## src/rtl/lfsr_pkg.sv

```systemverilog
// Shared LFSR constants and the feedback function used by the step logic.
// Next state of one step is {state[N-2:0], lfsr_feedback(state, taps)}.
package lfsr_pkg;

    localparam int LFSR_MAX_N = 64;

    // Maximal-length tap masks for the shift-left / feedback-into-bit-0 form.
    localparam logic [3:0]  TAPS_4  = 4'h9;
    localparam logic [7:0]  TAPS_8  = 8'hB8;
    localparam logic [15:0] TAPS_16 = 16'hD008;
    localparam logic [31:0] TAPS_32 = 32'h8020_0003;

    typedef logic [LFSR_MAX_N-1:0] lfsr_word_t;

    // Callers zero-extend narrower state/taps, so the unused upper bits drop out.
    function automatic logic lfsr_feedback(input lfsr_word_t state, input lfsr_word_t taps);
        return ^(state & taps);
    endfunction

endpackage

```

## src/rtl/lfsr_step_w.sv

```systemverilog
// Combinational W-step unroll of the LFSR: next state after W steps and the
// W output bits, first-generated bit in the MSB of word.
module lfsr_step_w
    import lfsr_pkg::*;
#(
    parameter int N = 8,
    parameter int W = 1
) (
    input  logic [N-1:0] state,
    input  logic [N-1:0] taps,
    output logic [N-1:0] next_state,
    output logic [W-1:0] word
);

    for (genvar g = 0; g < W; g++) begin : g_step
        logic [N-1:0] cur;
        logic [N-1:0] nxt;

        if (g == 0) begin : g_first
            assign cur = state;
        end else begin : g_rest
            assign cur = g_step[g-1].nxt;
        end

        assign word[W-1-g] = cur[N-1];
        assign nxt = {cur[N-2:0], lfsr_feedback(lfsr_word_t'(cur), lfsr_word_t'(taps))};
    end

    assign next_state = g_step[W-1].nxt;

endmodule

```

## src/rtl/lfsr_gen.sv

```systemverilog
// Programmable-tap LFSR producing W bits per accepted word, with legacy serial
// load, all-zero lockup recovery and on-line period measurement.
module lfsr_gen
    import lfsr_pkg::*;
#(
    parameter int           N            = 8,
    parameter int           W            = 1,
    parameter logic [N-1:0] DEFAULT_TAPS = TAPS_8,
    parameter logic [N-1:0] SEED         = 8'h01
) (
    input  logic         clk,
    input  logic         reset,
    input  logic         enable,
    input  logic         load,
    input  logic         s_reg_in,
    input  logic         seed_load,
    input  logic [N-1:0] seed_in,
    input  logic         tap_load,
    input  logic [N-1:0] tap_in,
    input  logic         out_ready,
    output logic [N-1:0] s_reg,
    output logic [N-1:0] taps,
    output logic [W-1:0] out_data,
    output logic         out_valid,
    output logic         lockup,
    output logic [N-1:0] period,
    output logic         period_valid
);

    logic [N-1:0] step_next;
    logic [W-1:0] step_word;
    logic [N-1:0] state_d;
    logic [N-1:0] start_q;
    logic [N-1:0] count_q;
    logic [N-1:0] count_inc;
    logic         state_zero;
    logic         advance;
    logic         recover;
    logic         state_write;

    lfsr_step_w #(.N(N), .W(W)) u_step (
        .state      (s_reg),
        .taps       (taps),
        .next_state (step_next),
        .word       (step_word)
    );

    // Handshake: a word transfers on any edge where out_valid && out_ready.
    // out_data may be replaced only when the slot is empty or being drained.
    assign state_zero  = (s_reg == '0);
    assign advance     = enable && !load && !seed_load && (!out_valid || out_ready) && !state_zero;
    assign recover     = enable && !load && !seed_load && state_zero;
    assign state_write = seed_load || load || recover;
    assign count_inc   = (&count_q) ? count_q : count_q + 1'b1;

    always_comb begin
        state_d = s_reg;
        if (seed_load)    state_d = seed_in;
        else if (load)    state_d = {s_reg[N-2:0], s_reg_in};
        else if (advance) state_d = step_next;
        else if (recover) state_d = SEED;
    end

    always_ff @(posedge clk) begin
        if (!reset) begin
            s_reg        <= SEED;
            taps         <= DEFAULT_TAPS;
            out_data     <= '0;
            out_valid    <= 1'b0;
            lockup       <= 1'b0;
            period       <= '0;
            period_valid <= 1'b0;
            start_q      <= SEED;
            count_q      <= '0;
        end else begin
            s_reg        <= state_d;
            lockup       <= recover;
            period_valid <= 1'b0;

            if (tap_load) taps <= tap_in;

            if (advance) begin
                out_data  <= step_word;
                out_valid <= 1'b1;
            end else if (out_valid && out_ready) begin
                out_valid <= 1'b0;
            end

            // A new tap mask restarts measurement from the pre-edge state.
            if (state_write) begin
                start_q <= state_d;
                count_q <= '0;
            end else if (tap_load) begin
                start_q <= s_reg;
                count_q <= '0;
            end else if (advance) begin
                if (step_next == start_q) begin
                    period       <= count_inc;
                    period_valid <= 1'b1;
                    count_q      <= '0;
                end else begin
                    count_q <= count_inc;
                end
            end
        end
    end

endmodule

```

## config.mk

```make
export PLATFORM = sky130hd
export DESIGN_NAME = lfsr_gen
export DESIGN_NICKNAME = d
export VERILOG_FILES = /design/src/rtl/lfsr_pkg.sv /design/src/rtl/lfsr_step_w.sv /design/src/rtl/lfsr_gen.sv
export SDC_FILE = /design/constraint.sdc
export NUM_CORES = 1
export LEC_CHECK = 0
export BUFFER_PORTS_ARGS = -buffer_cell sky130_fd_sc_hd__buf_2
export CORE_UTILIZATION = 55
export CTS_BUF_LIST = sky130_fd_sc_hd__clkbuf_8
export DETAILED_ROUTE_END_ITERATION = 7
export GPL_TIMING_DRIVEN = 0
export PLACE_DENSITY = 0.83
export SLEW_MARGIN = 5
export SYNTH_ARGS = -nofsm -noshare
export SYNTH_HDL_FRONTEND = slang
export SYNTH_SLANG_ARGS = --single-unit
```

## constraint.sdc

```tcl
create_clock -name clk -period 2.8 [get_ports clk]
set_clock_uncertainty 0.05 [all_clocks]
set_input_delay 0 -clock clk [delete_from_list [all_inputs] [get_ports clk]]
set_output_delay 0 -clock clk [all_outputs]
set_load 0.005 [all_outputs]
```

* Word-level counts from Yosys, hierarchy flattened
Cells that the tools add are included.
** Storage, ports and cells
- Register bits after elaboration :: 44
- Bits of input ports :: 24
** Operators by class
- Add/subtract/negate cells :: 1
- Eq/ne operators :: 1
- Mux-type cells :: 11
- Bitwise gates (word level) :: 5
- Reductions and logical operators :: 21
** Operator list (number)
- $mux 8 :: 8
- $reduce_xor 64->1 :: 1
- $add 8x1->8 const B :: 1
- $and 8x8->8 :: 1
- $eq 8x8->1 :: 1
- $logic_not 8->1 :: 1
- $reduce_and 8->1 :: 1
- $logic_and 1x1->1 :: 6
- $logic_not 1->1 :: 4
- $not 1->1 :: 4
- $reduce_and 4->1 :: 1
- $reduce_bool 2->1 :: 2
- $reduce_or 4->1 :: 1
- $logic_or 1x1->1 :: 3
- $mux 1 :: 3
- $reduce_or 3->1 :: 1

* Logic depth before layout (Yosys ltp)
- Depth after elaboration :: 9
- Mapped depth :: 9

* Cells and area by module
A second synthesis with hierarchy kept.
** Second synthesis, totals
- Cell total of the unflattened synthesis :: 277
- Area, all modules :: 2436.1 um^2
** Modules (own cells, without submodules)
- lfsr_gen :: times used 1, cells each 254, area an instance 2284.7 um^2, sequential area each 880.8 um^2
- lfsr_step_w :: times used 1, cells each 23, area an instance 151.4 um^2, sequential area each 0.0 um^2

* Least setup slack after synthesis
OpenSTA, ideal clock, no wires.
- Kind :: reg2reg
- From :: register count_q[0]
- To :: register count_q[0]
- Arrival time :: 1.844 ns
- Required time :: 2.634 ns
- Setup slack :: 0.791 ns
- Cell stages (with the launch flop) :: 10
- Clock period less this slack :: 2.009 ns
- Cells stage by stage :: dfxtp_1 -> ha_1 -> and3_1 -> and2_1 -> clkbuf_1 -> nand4_1 -> clkbuf_1 -> nand2_1 -> xnor2_1 -> and3_1
** Between the ends
- Longest elaborated chain between the ends :: 3
- Elaborated cells on any way between the ends :: 4
- Classes of those cells :: add/sub: 1; mux: 2; reduce/logical: 1
** RTL lines
- from (decl) :: line lfsr_gen.sv:34 : logic [N-1:0] count_q;
- from (signal assigned) :: line lfsr_gen.sv:102 : count_q <= count_inc;
- $add 8x1->8 / $reduce_and 8->1 (equally long branches) :: line lfsr_gen.sv:54 : assign count_inc = (&count_q) ? count_q : count_q + 1'b1;
- $mux 8 (*) :: line lfsr_gen.sv:54
- $mux 8 (*) :: line lfsr_gen.sv:97 : if (step_next == start_q) begin
Every way passes the cells marked *; elsewhere a longest branch is shown, timed or not.
A chain may end at the register's enable or synchronous reset.

* Worst setup path in the final report
- From :: register s_reg[3]
- To :: register start_q[7]
** Between the ends
- Longest elaborated chain between the ends :: 7
- Elaborated cells on any way between the ends :: 11
- Classes of those cells :: mux: 5; reduce/logical: 6
** RTL lines
- from (decl) :: line lfsr_gen.sv:21 : output logic [N-1:0] s_reg,
- from (signal assigned) :: line lfsr_gen.sv:76 : s_reg <= state_d;
- $logic_not 8->1 (*) :: line lfsr_gen.sv:50 : assign state_zero = (s_reg == '0);
- $logic_and 1x1->1 / $logic_not 1->1 (equally long branches) :: line lfsr_gen.sv:52, lfsr_gen.sv:51
- $mux 8 / $logic_and 1x1->1 (equally long branches) :: line lfsr_gen.sv:61, lfsr_gen.sv:51
- $mux 8 :: line lfsr_gen.sv:60 : else if (advance) state_d = step_next;
- $mux 8 :: line lfsr_gen.sv:59 : else if (load) state_d = {s_reg[N-2:0], s_reg_in};
- $mux 8 :: line lfsr_gen.sv:58 : if (seed_load) state_d = seed_in;
- $mux 8 :: line lfsr_gen.sv:90 : if (state_write) begin
- to (signal assigned) :: line lfsr_gen.sv:91 : start_q <= state_d;
- to (signal assigned) :: line lfsr_gen.sv:94 : start_q <= s_reg;
- to (decl) :: line lfsr_gen.sv:33 : logic [N-1:0] start_q;
Marks and branches as above.

==> flow_summary.ini <==
[layout]
area_growth_syn_to_layout_pct = 24.14
fillers = 315
drive_gt1_share_pct = 21.21
final_core_util_pct = 73.36
antenna_cells = 0
final_common_cell = buf_2
layout_common_cells = buf_2 (49), dfxtp_1 (44), nand2_1 (31)
fin_cells = 378
nNetsFinal = 354

[yosys]
synth_fp_nets = 286
ys_ff_latch = 44
synthArstFlopShare_pct = 0
synth_ff_type = dfxtp_1
yosys_warnings = 0
synthesis.area_mm2 = 0.002228
syn_inst = 261
synth.avg_cell_area_um2 = 8.538
synth_top_cell_by_area = dfxtp_1
synth_cell_types = 42
synth_area_leaders = dfxtp_1 (40%), mux2i_1 (5.8%), nand2_1 (5.2%)
synth_top_area_share_pct = 39.53
synth_edf_count = 0
seq_area_frac_synth_pct = 39.53

[sta]
relSlewSlack_pct = 48.87
tightest_slew_ps = 767.0
rsz0062_at_grt = false
maxSlewViolCount = 0
period_needed_ps = 2328
hold_violations = 0
fin_tns_setup_ps = 0
fmax_ghz = 0.4296
setup_ws_ps = 472.1
setup_violations = 0
timing.final.crit_share_pct = 83.14

[setup_path]
crit_path_top_delay_cell = nor4_2
reg2reg_slack_ps = 470
cp.required_ps = 2960
crit_path_end_kind = flop
cp.arrival_ps = 2490
worstReg2RegEnd = start_q[7]
crit_family = simple AND/OR/NAND/NOR gates
path_cells = nor4_2 > a211oi_4 > nor2_2 > a21oi_1 > a2bb2oi_1 > nor2_1 > a211oi_1
crit_fanout = 10
startpoint = s_reg[3]
critPathCapture = start_q[7]
worst-path-buf-inv = 0
critical_path.max_stage_delay_ps = 550
start_kind = flop
cp.depth = 7
reg2reg_from = s_reg[3]
rr_worst_depth = 7
worstSetupPathType = flop to flop

[drt]
drtIter0Drc = 145
vias = 2130
antenna_left = 0
drt-total-wl_um = 5814
via_per_inst = 5.635
wl_per_cell_um = 15.38
drc_errors = 0
dr.pass1.iters = 4

[die]
die_w_um = 65.65
die_h_um = 65.65
core_mm2 = 0.003771
io_pins = 52
rows = 22
start_util_pct = 59.09
dieArea_mm2 = 0.004310

[power_and_ir_drop]
p_total_w = 0.001407
p_leak_nw = 1.135
ir_drop_v = 0.0003467
p_per_area_mw_per_mm2 = 508.5

[global_routing]
grt_pass1_wl_um = 9342
grt_remaining_overflow = 0
grt_start_max_net_pins = 14
antenna_found_initial = 0
grt_usage_pct = 29.24
grt_pass1_vias = 1980

[placed_design]
dp.cells = 357
place_congestion = 0.8867
pre_cts_slack_ps = 556.6
port_buffers = 48
hpwl_um = 3958

[clock_network]
insertion_delay_ps = 310
cts_buffers = 5
cts_tree = built
cts.repair.resized = 0
cts-htree-levels = 2
cts_setup_buffers = 0
clk_pin_slew_ps = 90
cts-root-buf = clkbuf_8
clock_sinks = 44
cts_max_path_buffers = 2

[outcome]
status = finished clean

[worst_hold_path]
hp-class = input port to flop

[job]
max_cap_viol_count = 0
layout make-up:
cell class	count	area (um2)	area share (%)
multi-input cells	197	1252	45.27
flip-flops and latches	44	880.8	31.84
repair buffers	61	370.4	13.39
plain buffers	16	80.08	2.895
clock buffers	5	68.82	2.488
well taps	48	60.06	2.171
clock inverters	3	38.79	1.402
inverters	4	15.01	0.5427
metrics by stage:
step / cell area, um2 / hold slack, ps
6_report: 2766 / 21.30
5_1_grt: 2766 / 38.81
4_1_cts: 2766 / 17.34
3_5_place_dp: 2529 / 180.0
3_3_place_gp: 2529 / 161.7
2_1_floorplan: 2228 / 78.99
cell families (layout without fill, tap and decap cells):
kind of cell / Yosys count / after routing / share of synthesized area [%]
buffers and inverters: 20 / 89 / 4.267
multiplexers: 13 / 13 / 5.839
AND/OR/NAND/NOR: 100 / 100 / 23.13
XOR/XNOR: 19 / 19 / 8.815
AO/OA/AOI/OAI: 64 / 64 / 17.85
flip-flops: 44 / 44 / 39.53
adder cells (fa/ha/maj): 1 / 1 / 0.5614
routing by layer:
metal | part of all wire, % | track usage (%)
met5 | 0 | 0
met4 | 1.5 | 9.239
met3 | 7.2 | 7.465
met2 | 47 | 48.60
met1 | 44 | 36.61
how the worst min path moves through the flow:
stage | start | depth (start not counted) | slack [ps] | to
floorplan | tap_in[3] | 2 | 80 | taps[3]
global placement | tap_in[4] | 3 | 160 | taps[4]
detailed placement | tap_in[5] | 3 | 180 | taps[5]
CTS | s_reg_in | 4 | 20 | s_reg[0]
global route | s_reg_in | 4 | 40 | s_reg[0]
finish | s_reg_in | 4 | 20 | s_reg[0]
worst register-to-register path: stages (launching register included):
cell and delay, ps:
dfxtp_1 410, nor4_2 550, a211oi_4 240, nor2_2 310, a21oi_1 130, a2bb2oi_1 250
nor2_1 80, a211oi_1 230
repair_timing:
action | CTS | global route
setup endpoints to repair | 0 | 0
hold buffers | 13 | 0
hold endpoints to repair | 16 | 0
cells in the mapped netlist (2+ instances only):
| cell | number |
|---|---|
| nor4_2 | 3 |
| o21ai_1 | 17 |
| xor2_1 | 6 |
| dfxtp_1 | 44 |
| a31oi_1 | 4 |
| clkbuf_1 | 11 |
| nand3_1 | 19 |
| clkinv_1 | 2 |
| and2_1 | 7 |
| a2bb2oi_1 | 5 |
| mux2i_1 | 13 |
| xnor2_2 | 2 |
| nand2_1 | 31 |
| a21oi_1 | 21 |
| xnor2_1 | 10 |
| inv_1 | 2 |
| nor2_1 | 16 |
| nor3_1 | 6 |
| and3_1 | 6 |
| nor2b_1 | 2 |
| a22oi_1 | 2 |
| o31ai_1 | 3 |
| a211oi_1 | 6 |
| nand4_1 | 4 |
| buf_4 | 2 |
power by group:
part | leakage [nW] | internal, W | switching [W] | total [W]
Sequential | 0.361 | 0.000653 | 0.0000345 | 0.000687
Combinational | 0.715 | 0.000112 | 0.000125 | 0.000238
Clock | 0.0593 | 0.000261 | 0.000221 | 0.000482
(Power assumes the default switching activity.)
